<file path="config.mk">
export PLATFORM = sky130hd
export DESIGN_NAME = milestone2_writeback
export DESIGN_NICKNAME = d
export VERILOG_FILES = /design/src/rtl/milestone2_writeback_pkg.sv /design/src/rtl/milestone2_writeback_clip.sv /design/src/rtl/milestone2_writeback.sv
export SDC_FILE = /design/constraint.sdc
export NUM_CORES = 1
export LEC_CHECK = 0
export CAP_MARGIN = 0
export CORE_MARGIN = 5
export CORE_UTILIZATION = 43
export CTS_CLUSTER_SIZE = 20
export DETAILED_ROUTE_END_ITERATION = 6
export PLACE_DENSITY = 0.73
export SKIP_LAST_GASP = 1
export SYNTH_ARGS = -nofsm -noshare
export SYNTH_HDL_FRONTEND = slang
export SYNTH_SLANG_ARGS = --single-unit
</file>
<file path="constraint.sdc">
create_clock -name Clock_50_I -period 4.3 [get_ports Clock_50_I]
set_input_delay 0.86 -clock Clock_50_I [delete_from_list [all_inputs] [get_ports Clock_50_I]]
set_output_delay 0.86 -clock Clock_50_I [all_outputs]
set_load 0.05 [all_outputs]
</file>
<file path="src/rtl/milestone2_writeback_pkg.sv">
// milestone2_writeback_pkg: shared states, row widths and segment codes for the write-back stage
package milestone2_writeback_pkg;
  typedef enum logic [1:0] {S_WB_IDLE, S_WB_LEAD, S_WB_WRITE, S_WB_DONE} m2_wb_state_type;
  localparam int Y_WORDS_PER_ROW = 160;
  localparam int UV_WORDS_PER_ROW = 80;
  localparam logic [1:0] SEG_Y = 2'd0;
  localparam logic [1:0] SEG_U = 2'd1;
  localparam logic [1:0] SEG_V = 2'd2;
  function automatic logic params_ok(input logic [1:0] seg, input logic [4:0] row, input logic [5:0] col);
    return seg != 2'd3 && row <= 5'd29 && col <= (seg == SEG_Y ? 6'd39 : 6'd19);
  endfunction
endpackage

</file>
<file path="src/rtl/milestone2_writeback_clip.sv">
// clip_s32_to_u8: saturate a signed 32-bit sample into the 0..255 pixel range
module clip_s32_to_u8 (
  input  logic [31:0] d_i,
  output logic [7:0]  q_o
);
  assign q_o = d_i[31] ? 8'd0 : (|d_i[30:8] ? 8'd255 : d_i[7:0]);
endmodule

</file>
<file path="src/rtl/milestone2_writeback.sv">
// milestone2_writeback: clip an 8x8 IDCT block from DP-RAM, pack pixel pairs and write them to SRAM
module milestone2_writeback
  import milestone2_writeback_pkg::*;
#(
  parameter logic [17:0] Y_BASE = 18'd0,
  parameter logic [17:0] U_BASE = 18'd38400,
  parameter logic [17:0] V_BASE = 18'd57600
) (
  input  logic        Clock_50_I,
  input  logic        Reset,
  input  logic        start,
  input  logic [1:0]  segment,
  input  logic [4:0]  block_row,
  input  logic [5:0]  block_col,
  output logic        busy,
  output logic        done,
  output logic        param_error,
  output logic [5:0]  DP_address_a,
  output logic [5:0]  DP_address_b,
  input  logic [31:0] DP_read_data_a,
  input  logic [31:0] DP_read_data_b,
  output logic [17:0] SRAM_address,
  output logic [15:0] SRAM_write_data,
  output logic        SRAM_we_n
);
  m2_wb_state_type state_q, state_d;
  logic [1:0]  seg_q, seg_d;
  logic [4:0]  row_q, row_d, j_q, j_d;
  logic [5:0]  col_q, col_d, dpa_q, dpa_d, dpb_q, dpb_d;
  logic        busy_q, busy_d, done_q, done_d, perr_q, perr_d, we_n_q, we_n_d;
  logic [17:0] addr_q, addr_d, base, width, line, wr_addr;
  logic [15:0] wdata_q, wdata_d;
  logic [7:0]  clip_a, clip_b;
  logic        req, accept, writing;
  clip_s32_to_u8 u_clip_a (.d_i(DP_read_data_a), .q_o(clip_a));
  clip_s32_to_u8 u_clip_b (.d_i(DP_read_data_b), .q_o(clip_b));
  always_comb begin
    req = state_q == S_WB_IDLE && start && !busy_q;
    accept = req && params_ok(segment, block_row, block_col);
    writing = state_q == S_WB_WRITE;
    base = seg_q == SEG_Y ? Y_BASE : (seg_q == SEG_U ? U_BASE : V_BASE);
    width = seg_q == SEG_Y ? 18'(Y_WORDS_PER_ROW) : 18'(UV_WORDS_PER_ROW);
    line = {10'd0, row_q, 3'd0} | {15'd0, j_q[4:2]};
    wr_addr = base + line * width + {10'd0, col_q, 2'd0} + {16'd0, j_q[1:0]};
    state_d = accept ? S_WB_LEAD
            : state_q == S_WB_LEAD ? S_WB_WRITE
            : writing ? (j_q == 5'd31 ? S_WB_DONE : S_WB_WRITE)
            : state_q == S_WB_DONE ? S_WB_IDLE : state_q;
    seg_d = accept ? segment : seg_q;
    row_d = accept ? block_row : row_q;
    col_d = accept ? block_col : col_q;
    j_d = accept ? 5'd0 : (writing ? j_q + 5'd1 : j_q);
    // read addresses stay two words ahead of the write and park on the last pair
    dpa_d = accept ? 6'd0 : state_q == S_WB_LEAD ? 6'd2 : writing ? (dpa_q == 6'd62 ? 6'd62 : dpa_q + 6'd2) : dpa_q;
    dpb_d = accept ? 6'd1 : state_q == S_WB_LEAD ? 6'd3 : writing ? (dpb_q == 6'd63 ? 6'd63 : dpb_q + 6'd2) : dpb_q;
    busy_d = accept || state_q != S_WB_IDLE;
    done_d = state_q == S_WB_DONE;
    perr_d = req && !accept;
    we_n_d = !writing;
    addr_d = writing ? wr_addr : addr_q;
    wdata_d = writing ? {clip_a, clip_b} : wdata_q;
  end
  always_ff @(posedge Clock_50_I) begin
    if (Reset) begin
      state_q <= S_WB_IDLE;
      seg_q <= '0;
      row_q <= '0;
      col_q <= '0;
      j_q <= '0;
      dpa_q <= '0;
      dpb_q <= '0;
      busy_q <= 1'b0;
      done_q <= 1'b0;
      perr_q <= 1'b0;
      we_n_q <= 1'b1;
      addr_q <= '0;
      wdata_q <= '0;
    end else begin
      state_q <= state_d;
      seg_q <= seg_d;
      row_q <= row_d;
      col_q <= col_d;
      j_q <= j_d;
      dpa_q <= dpa_d;
      dpb_q <= dpb_d;
      busy_q <= busy_d;
      done_q <= done_d;
      perr_q <= perr_d;
      we_n_q <= we_n_d;
      addr_q <= addr_d;
      wdata_q <= wdata_d;
    end
  end
  assign busy = busy_q;
  assign done = done_q;
  assign param_error = perr_q;
  assign DP_address_a = dpa_q;
  assign DP_address_b = dpb_q;
  assign SRAM_address = addr_q;
  assign SRAM_write_data = wdata_q;
  assign SRAM_we_n = we_n_q;
endmodule
</file>
After elaboration in Yosys (flattened, before gate mapping)
Cells that the tools add are included.
- $add $sub $neg: 6
- multiply operators: 1
- $lt $le $gt $ge: 2
- equality and inequality tests: 8
- mux-type cells: 20
- bitwise gates (word level): 1
- reductions and logical operators: 22
- operators by type and width (cell ; count):
    OR reduction 23 bit ; 2
    2-to-1 mux 8 bit ; 5
    adder 17 x 8 -> 18 bit ; 1
    adder 18 x 2 -> 18 bit ; 1
    2-to-1 mux 6 bit ; 3
    adder 16 x 16 -> 17 bit ; 1
    multiplier 8 x 8 -> 16 bit ; 1
    2-to-1 mux 16 bit ; 1
    2-to-1 mux 15 bit ; 1
    2-to-1 mux 2 bit ; 7
    adder 6 x 2 -> 6 bit, second input constant ; 2
    equality test 6 bit, second input constant ; 2
    OR 8 x 3 -> 8 bit ; 1
    <= comparator 6 bit ; 1
    logical AND 1 bit ; 6
    zero test 2 bit ; 3
    nonzero test 3 bit ; 2
    adder 5 x 1 -> 5 bit, second input constant ; 1
    equality test 5 bit, second input constant ; 1
    <= comparator 5 bit, second input constant ; 1
    equality test 2 x 1 -> 1 bit, second input constant ; 2
    equality test 2 bit, second input constant ; 2
    nonzero test 2 bit ; 2
    nonzero test 4 bit ; 1
    6 further kinds ; 10
- register bits after elaboration: 70
- bits of input ports: 80
- output and inout port bits: 50
- logic and storage cells: 77

Longest topological paths before layout
Gate-level depths: netlist of run 1.
- depth in word-level cells: 7
- depth in mapped cells: 17

By module
A second synthesis of run 1 with hierarchy kept.
- cells, all modules: 518
- area, all modules: 4569.4 um^2
- modules (own cells, without submodules) (module ; times used ; cells an instance ; area each (um^2) ; seq. area each (um^2)):
    milestone2_writeback ; 1 ; 464 ; 4179.0 ; 1401.3
    clip_s32_to_u8 ; 2 ; 27 ; 195.2 ; 0.0

Least setup slack after synthesis of run 1
Ideal clock, no wire load.
- path type: flip-flop to flip-flop
- start point: register seg_q[1]
- end point: register addr_q[16], in the netlist SRAM_address[16]
- setup time: 0.091 ns
- arrival time: 4.203 ns
- required time: 4.209 ns
- slack: 0.007 ns
- stages on the path, launching flop included: 17
- path buffers: 0
- cell sequence: dfxtp_1 > nor2_1 > inv_2 > and2_1 > nand2b_1 > ha_1 > inv_1 > fa_1 > inv_1 > fa_1 > ha_1 > ha_1 > nor2b_1 > o2111ai_1 > a21oi_2 > or3_1 > a311oi_1
- word-level cells in the longest chain between the ends: 6
- elaborated cells on any way between the ends: 9
- classes of those cells: add/sub (3); mul (1); eq/ne (1); mux (3); reduce/logical (1)
- RTL lines (what ; RTL line ; RTL):
    start: declaration ; milestone2_writeback.sv:27 ; logic [1:0] seg_q, seg_d;
    start signal: assignment ; milestone2_writeback.sv:80 ; seg_q <= seg_d;
    zero test 2 bit / equality test 2 x 1 -> 1 bit (equally long branches) ; milestone2_writeback.sv:41, milestone2_writeback.sv:42 ;
    2-to-1 mux 8 bit / 2-to-1 mux 15 bit (equally long branches) ; milestone2_writeback.sv:42, milestone2_writeback.sv:41 ;
    multiplier 8 x 8 -> 16 bit / 2-to-1 mux 16 bit (equally long branches) ; milestone2_writeback.sv:44, milestone2_writeback.sv:41 ;
    adder 16 x 16 -> 17 bit * ; milestone2_writeback.sv:44 ; wr_addr = base + line * width + {10'd0, col_q, 2'd0} + {16'd0, j_q[1:0]};
    adder 17 x 8 -> 18 bit * ; milestone2_writeback.sv:44 ;
    adder 18 x 2 -> 18 bit * ; milestone2_writeback.sv:44 ;
    end signal: assignment ; milestone2_writeback.sv:90 ; addr_q <= addr_d;
    end: declaration ; milestone2_writeback.sv:31 ; logic [17:0] addr_q, addr_d, base, width, line, wr_addr;
Every way passes the cells marked *; elsewhere a longest branch is shown, timed or not.
A chain may end at the register's enable or synchronous reset.

Worst setup path after layout of run 1
- start point: register seg_q[1]
- end point: register addr_q[15], in the netlist SRAM_address[15]
The elaborated chain is that of the path after synthesis.

==> results of run 1 <==
==> metal layers <==
layer	part of all wire [%]	vias up	routed length, µm	GRT usage [%]
met2	48	103	5321	31.20
met4	1.6	0	176	4.898
met1	45	1854	4990	24.98
met3	6.0	14	671	5.300
li1	-	1985	-	-
met5	0	-	0	0
==> cell families (layout without fill, tap and decap cells) <==
| family | Yosys count | in the layout | synth area share [%] |
|---|---|---|---|
| AO/OA/AOI/OAI | 99 | 99 | 14.76 |
| XOR/XNOR | 8 | 8 | 1.627 |
| AND/OR/NAND/NOR | 173 | 173 | 20.95 |
| multiplexers | 14 | 14 | 3.255 |
| other | 2 | 3 | 0.1744 |
| adder cells (fa/ha/maj) | 62 | 62 | 20.63 |
| flip-flops | 70 | 70 | 32.55 |
| buffers and inverters | 69 | 193 | 6.044 |
==> cell usage after synthesis (all sizes together) (2+ instances only) <==
library cell,n
o2111ai,3
buf,4
nor3,14
xnor2,2
a311oi,3
nor4,10
or3b,13
nand2,48
a21oi,33
a211oi,3
nor2b,6
inv,41
o21ai,26
and2,7
fa,15
a21o,3
or2,4
nand4,6
xor2,6
nand2b,4
nand3,5
mux2i,14
dfxtp,70
o32ai,17
ha,47
and4,5
clkbuf,23
o21a,2
nor2,38
or3,4
conb,2
and3,4
a31oi,2
==> flip-flops by register name, indices dropped and copies added (netlist names) <==
signal and flops:
DP_address_a 6, DP_address_b 6, SRAM_address 18, SRAM_we_n 1
SRAM_write_data 16, busy 1, col_q 6, done 1
j_q 5, param_error 1, row_q 5, seg_q 2
state_q 2
==> placed cells by master (no fill, tap or decap), types with 11 or more instances in the layout <==
master | synthesis | final
mux2i_1 | 14 | 14
clkdlybuf4s50_1 | 0 | 128
fa_1 | 15 | 15
o21ai_1 | 15 | 15
nor3_1 | 14 | 14
o21ai_0 | 11 | 11
dfxtp_1 | 70 | 69
o32ai_1 | 17 | 17
ha_1 | 47 | 46
inv_1 | 40 | 40
a21oi_1 | 32 | 32
or3b_1 | 13 | 13
nor2_1 | 38 | 37
nand2_1 | 48 | 48
==> worst max path at each step <==
| stage | startpoint | endpoint | slack (ps) |
|---|---|---|---|
| 3_3_place_gp | seg_q[1] | SRAM_address[16] | 160 |
| 4_1_cts | seg_q[1] | SRAM_address[16] | 90 |
| 3_5_place_dp | seg_q[1] | SRAM_address[16] | -5 |
| 6_report | seg_q[1] | SRAM_address[15] | 230 |
| 5_1_grt | seg_q[1] | SRAM_address[12] | -2 |
| 2_1_floorplan | seg_q[1] | SRAM_address[16] | 7 |
==> critical path, stage by stage, from the launching register on <==
cell      delay, ps
dfxtp_2         400
nor2_2           70
buf_4           170
and2_1          170
nand2b_1        140
ha_1            290
fa_1            530
fa_1            430
ha_1            300
ha_1            380
a21oi_1         160
o21ai_1         110
and4_1          260
or4_1           480
o311ai_1         80
==> report_power, final <==
part / internal [W] / total [W] / switching, W
Clock: 0.000328 / 0.000590 / 0.000262
Sequential: 0.000665 / 0.000679 / 0.0000139
Combinational: 0.000149 / 0.000323 / 0.000173
Total: 0.00114 / 0.00159 / 0.000449
==> cell type report <==
type,count,area (µm²)
clock inverters,7,96.34
fillers,869,3827
flip-flops and latches,70,1403
well taps,133,166.4
repair buffers,135,1331
clock buffers,9,123.9
multi-input cells,359,2669
inverters,42,157.7
==> stage by stage <==
step / worst slack, ps / instances / power [W] / cell area [µm²] / util (%)
2_1_floorplan: 6.528 / 498 / 0.0008752 / 4309 / -
3_3_place_gp: 158.7 / 738 / 0.001003 / 5697 / 58.28
3_5_place_dp: -5.446 / 738 / 0.001013 / 5697 / 58.28
4_1_cts: 86.88 / 754 / 0.001606 / 5923 / 60.60
5_1_grt: -1.602 / 755 / 0.001677 / 5947 / 60.84
6_report: 231.0 / 755 / 0.001593 / 5947 / 60.84
==> what timing repair did <==
action	in CTS	in global routing
endpoints found under the setup margin	1	5
pin swaps	0	1
gates resized for setup	1	3
buffers inserted	0	1
==> metrics.txt, run 1 <==
synthesized area per cell 8.663 µm²; r2r startpoint seg_q[1]; I/O Pins 130; maximum clock frequency 245.8 MHz; Yosys reg bits 70; Slew Limit Fails 0; starting density of the core 44.05%; IO Port Bufs 129; via/cell ratio 5.240; vias in the first global route 3826; Die Y 110.1 µm; Core Rows 36; Area Overhead vs Synth 38.13%; worst skew pair latency 350 ps; crit path DAT 4330 ps; clock-pin slew on the worst setup and hold paths 80 ps; Reg-to-Reg End SRAM_address[15]; hold bufs inserted after CTS 0; Final Hold Slack 479.8 ps; Final period util 94.63%; HPWL after detailed placement 8652 µm; Sink Count 70; Yosys top cell area share 32.55%; top_reg_cell synth dfxtp_1; initial antenna violation count 0; # DRC 0; worst slew pin tran 905.0 ps; Setup crit end kind flip-flop; Antenna diodes 0; worst-path fanout max 9; ys async rst share 0%; global-route wire length before repair 18400 µm; Yosys top cell by area dfxtp_1; Final ANT Viol Nets 0; Leakage Power 2.459 nW; die width 110.1 µm; Core Area 0.009774 mm²; Ys Warns 0; worst min path class reg -> reg; kind of critical path reg -> reg; Pre-antenna DRT Iters 4; Final Routed Wirelength 11160 µm; root buf cell clkbuf_8; result of the run finished, final reports clean; max_cap viols 0; All-Layer GR Usage 19.13%; P per Cell Area 267.8 mW/mm²; Worst EP required 4560 ps; routability cong. 0.8497; Final Skew 13.50 ps; min-delay src SRAM_address[10]; Min-Delay Endpoint SRAM_address[10]; DR vias 3956; R2R Setup Slk 230 ps; Area contributors post-synth dfxtp_1 (33%), ha_1 (14%), fa_1 (7.0%), nand2_1 (4.2%), a21oi_1 (3.7%); Slew HR 39.67%; setup TNS 0 ps; largest net degree at the start of global routing 64; TritonCTS buffer count 9; sequential fraction of the synthesis area 32.55%; Hold Crit Depth 2; final critical-path required period 4069 ps; htree depth 3; final setup fails 0; maximum resistive drop on vdd 0.0001547 V; CP startpoint kind flip-flop; Synth cell types 53; Post-synth EDFFs 0; initial DRC count 184; share of cells above drive strength 1 5.305%; final-stage net count 759; final global-route overflow total 0; wire per inst 14.78 µm; Syn Std Cell Area 0.004305 mm²; clk buf depth 2; die area 0.01211 mm²; final hold violation count 0; Syn Inst Count 497; CTS tree yes; cells on worst reg2reg path 14
(Power assumes the default switching activity.)
==> inputs of run 2 (changes only) <==
--- a/config.mk
+++ b/config.mk
@@ -7,10 +7,10 @@
 export LEC_CHECK = 0
 export CAP_MARGIN = 0
 export CORE_MARGIN = 5
-export CORE_UTILIZATION = 43
+export CORE_UTILIZATION = 38
 export CTS_CLUSTER_SIZE = 20
 export DETAILED_ROUTE_END_ITERATION = 6
-export PLACE_DENSITY = 0.73
+export PLACE_DENSITY = 0.65
 export SKIP_LAST_GASP = 1
 export SYNTH_ARGS = -nofsm -noshare
 export SYNTH_HDL_FRONTEND = slang
==> metrics.txt, run 2 (synthesized netlist as in run 1, its figures left out) <==
result of the run finished, final reports clean; Slew Limit Fails 0 (unchanged); Final Skew 7.864 ps (-5.639 ps); most frequent CP cell ha_1; Final ANT Viol Nets 0 (unchanged); TritonCTS buffer count 9 (unchanged); final-stage net count 758 (-0.13%); R2R Setup Slk 220 ps (-20 ps); IO Port Bufs 129 (unchanged); worst-path fanout max 9 (unchanged); htree depth 3 (unchanged); final global-route overflow total 0 (unchanged); most frequent cells in the layout clkdlybuf4s50_1 (128), dfxtp_1 (69), nand2_1 (48); Critical Path, Cell by Cell nor2_4, inv_2, and2_1, nand2b_1, ha_1, inv_1, fa_1, inv_1, fa_1, ha_1, ha_1, nor2b_2, o2111ai_4, a21oi_2, or3_1, a311oi_2; Reg-to-Reg End SRAM_address[16]; final hold violation count 0 (unchanged); All-Layer GR Usage 16.96% (-2.2 points); crit path DAT 4330 ps (about the same); final critical-path required period 4085 ps (+15.66 ps); Antenna diodes 0 (unchanged); # DRC 0 (unchanged); die width 116.4 µm (+5.8%); Core Rows 38 (+5.6%); maximum resistive drop on vdd 0.0002208 V (+43%); Setup crit end kind flip-flop; combinational share of power 17.8% (-2.5 points); Final period util 94.99% (+0.36 points); Slew HR 38.73% (-0.93 points); initial DRC count 186 (+1.1%); Area Overhead vs Synth 41.33%; starting density of the core 39.20% (-4.8 points); sw frac 27.19% (-1.0 points); CTS tree yes; routability cong. 0.8330 (-2.0%); area of the multi-input gates 0.002695 mm² (+0.98%); Sink Count 70 (unchanged); worst slew pin tran 919.0 ps (+14.01 ps); Die Y 116.4 µm (+5.8%); non-filler instance count after layout 761 (+0.79%); Worst EP required 4540 ps (-20 ps); wire per inst 14.94 µm (+1.1%); max_cap viols 0 (unchanged); post-route cell area 0.006085 mm² (+2.3%); worst min path class reg -> reg; kind of critical path reg -> reg; maximum clock frequency 244.8 MHz (-0.38%); Seq pwr share 37.2% (-5.5 points); slowest stage delay, CP 510 ps (-20 ps); Leakage Power 2.505 nW (+1.9%); initial antenna violation count 0 (unchanged); final setup fails 0 (unchanged); global-route wire length before repair 18670 µm (+1.5%); most common cell after layout, fill and taps aside clkdlybuf4s50_1; Area after DPL 0.005705 mm² (+0.15%); worst skew pair latency 330 ps (-20 ps); min-delay src SRAM_address[12]; Total Power 0.001830 W (+15%); Inst Count DP 745 (+0.95%); die area 0.01356 mm² (+12%); I/O Pins 130 (unchanged); internal cell power 0.001332 W (+17%); max FFs per register 18 (unchanged); share of power burned in the clock network 45.0% (+7.9 points); P per Cell Area 300.7 mW/mm² (+12%); Hold Crit Depth 2 (unchanged); Pre-antenna DRT Iters 4 (unchanged); Psw 0.0004975 W (+11%); root buf cell clkbuf_16; postcts setup bufs 0 (unchanged); clock-pin slew on the worst setup and hold paths 60 ps (-20 ps); filler cell count in the final layout 991 (+14%); largest net degree at the start of global routing 64 (unchanged); Final Routed Wirelength 11370 µm (+1.9%); Core Area 0.01098 mm² (+12%); Min-Delay Endpoint SRAM_address[12]; r2r startpoint seg_q[0]; clk buf depth 2 (unchanged); Slowest cell on crit path fa_1; FF/Latch Area 0.001403 mm² (unchanged); HPWL after detailed placement 8589 µm (-0.73%); share of cells above drive strength 1 5.475% (+0.17 points); CP startpoint kind flip-flop; via/cell ratio 5.168 (-1.4%); DR vias 3933 (-0.58%); cells on worst reg2reg path 16 (+2); vias in the first global route 3901 (+2.0%)
-- run 2: cell count changes in the layout (fill, tap and decap cells not counted), sizes merged --
cell,previous run,this run
buf,7,6
clkinv,5,2
clkinvlp,0,1
inv,42,44
-- run 2: area by class of cell --
type / count / area share (%)
multi-input combinational: 359 / 44.29
timing repair buffer: 134 / 21.76
tap: 140 / 2.879
inverter: 42 / 2.591
clock buffer: 9 / 3.701
clock inverter: 7 / 1.727
sequential: 70 / 23.05
-- run 2: power by group through the flow --
stage	Sequential, W	Combinational (W)	Clock (W)
finish	0.000681	0.000325	0.000824
floorplan	0.000721	0.000154	0
CTS	0.000680	0.000321	0.000841
detailed placement	0.000695	0.000318	0
global route	0.000683	0.000357	0.000872
global placement	0.000694	0.000311	0
-- run 2: stage by stage --
| stage | hold slack [ps] | setup TNS (ps) | setup WS (ps) | utilization [%] |
|---|---|---|---|---|
| after global placement | 454.1 | 0 | 131.7 | 51.95 |
| after CTS | 474.8 | 0 | 15.31 | 54.96 |
| after global routing | 503.8 | -11.58 | -11.58 | 55.40 |
| after detailed placement | 461.2 | 0 | 33.88 | 51.95 |
| after floorplan | 458.3 | 0 | 6.528 | - |
| final | 474.5 | 0 | 215.3 | 55.40 |
-- run 2: critical path: cells and delay by family (launching register included) --
family / cells / cell delay [ps]
AND/OR/NAND/NOR: 5 / 1020
buffers and inverters: 3 / 190
AO/OA/AOI/OAI: 3 / 570
flip-flops: 1 / 340
adder cells (fa/ha/maj): 5 / 1870
-- run 2: repair_timing --
action | 4_1_cts | 5_1_grt
setup endpoints to repair | 0 | 5
resized for setup | 0 | 9
hold buffers | 0 | 0
-- run 2: worst max path at each step --
stage          startpoint                to  slack, ps  cells after the start
2_1_floorplan    seg_q[1]  SRAM_address[16]          7                     16
3_5_place_dp     seg_q[1]  SRAM_address[16]         30                     16
3_3_place_gp     seg_q[1]  SRAM_address[16]        130                     16
6_report         seg_q[0]  SRAM_address[16]        220                     16
5_1_grt          seg_q[0]  SRAM_address[13]        -10                     14
4_1_cts          seg_q[1]  SRAM_address[16]         20                     16
-- run 2: metal layers --
metal | GRT usage (%) | up-vias | wire, µm
met5 | 0 | - | 0
met3 | 3.627 | 9 | 633
met4 | 4.640 | 0 | 142
met1 | 22.51 | 1841 | 5124
met2 | 27.96 | 96 | 5469
li1 | - | 1987 | -
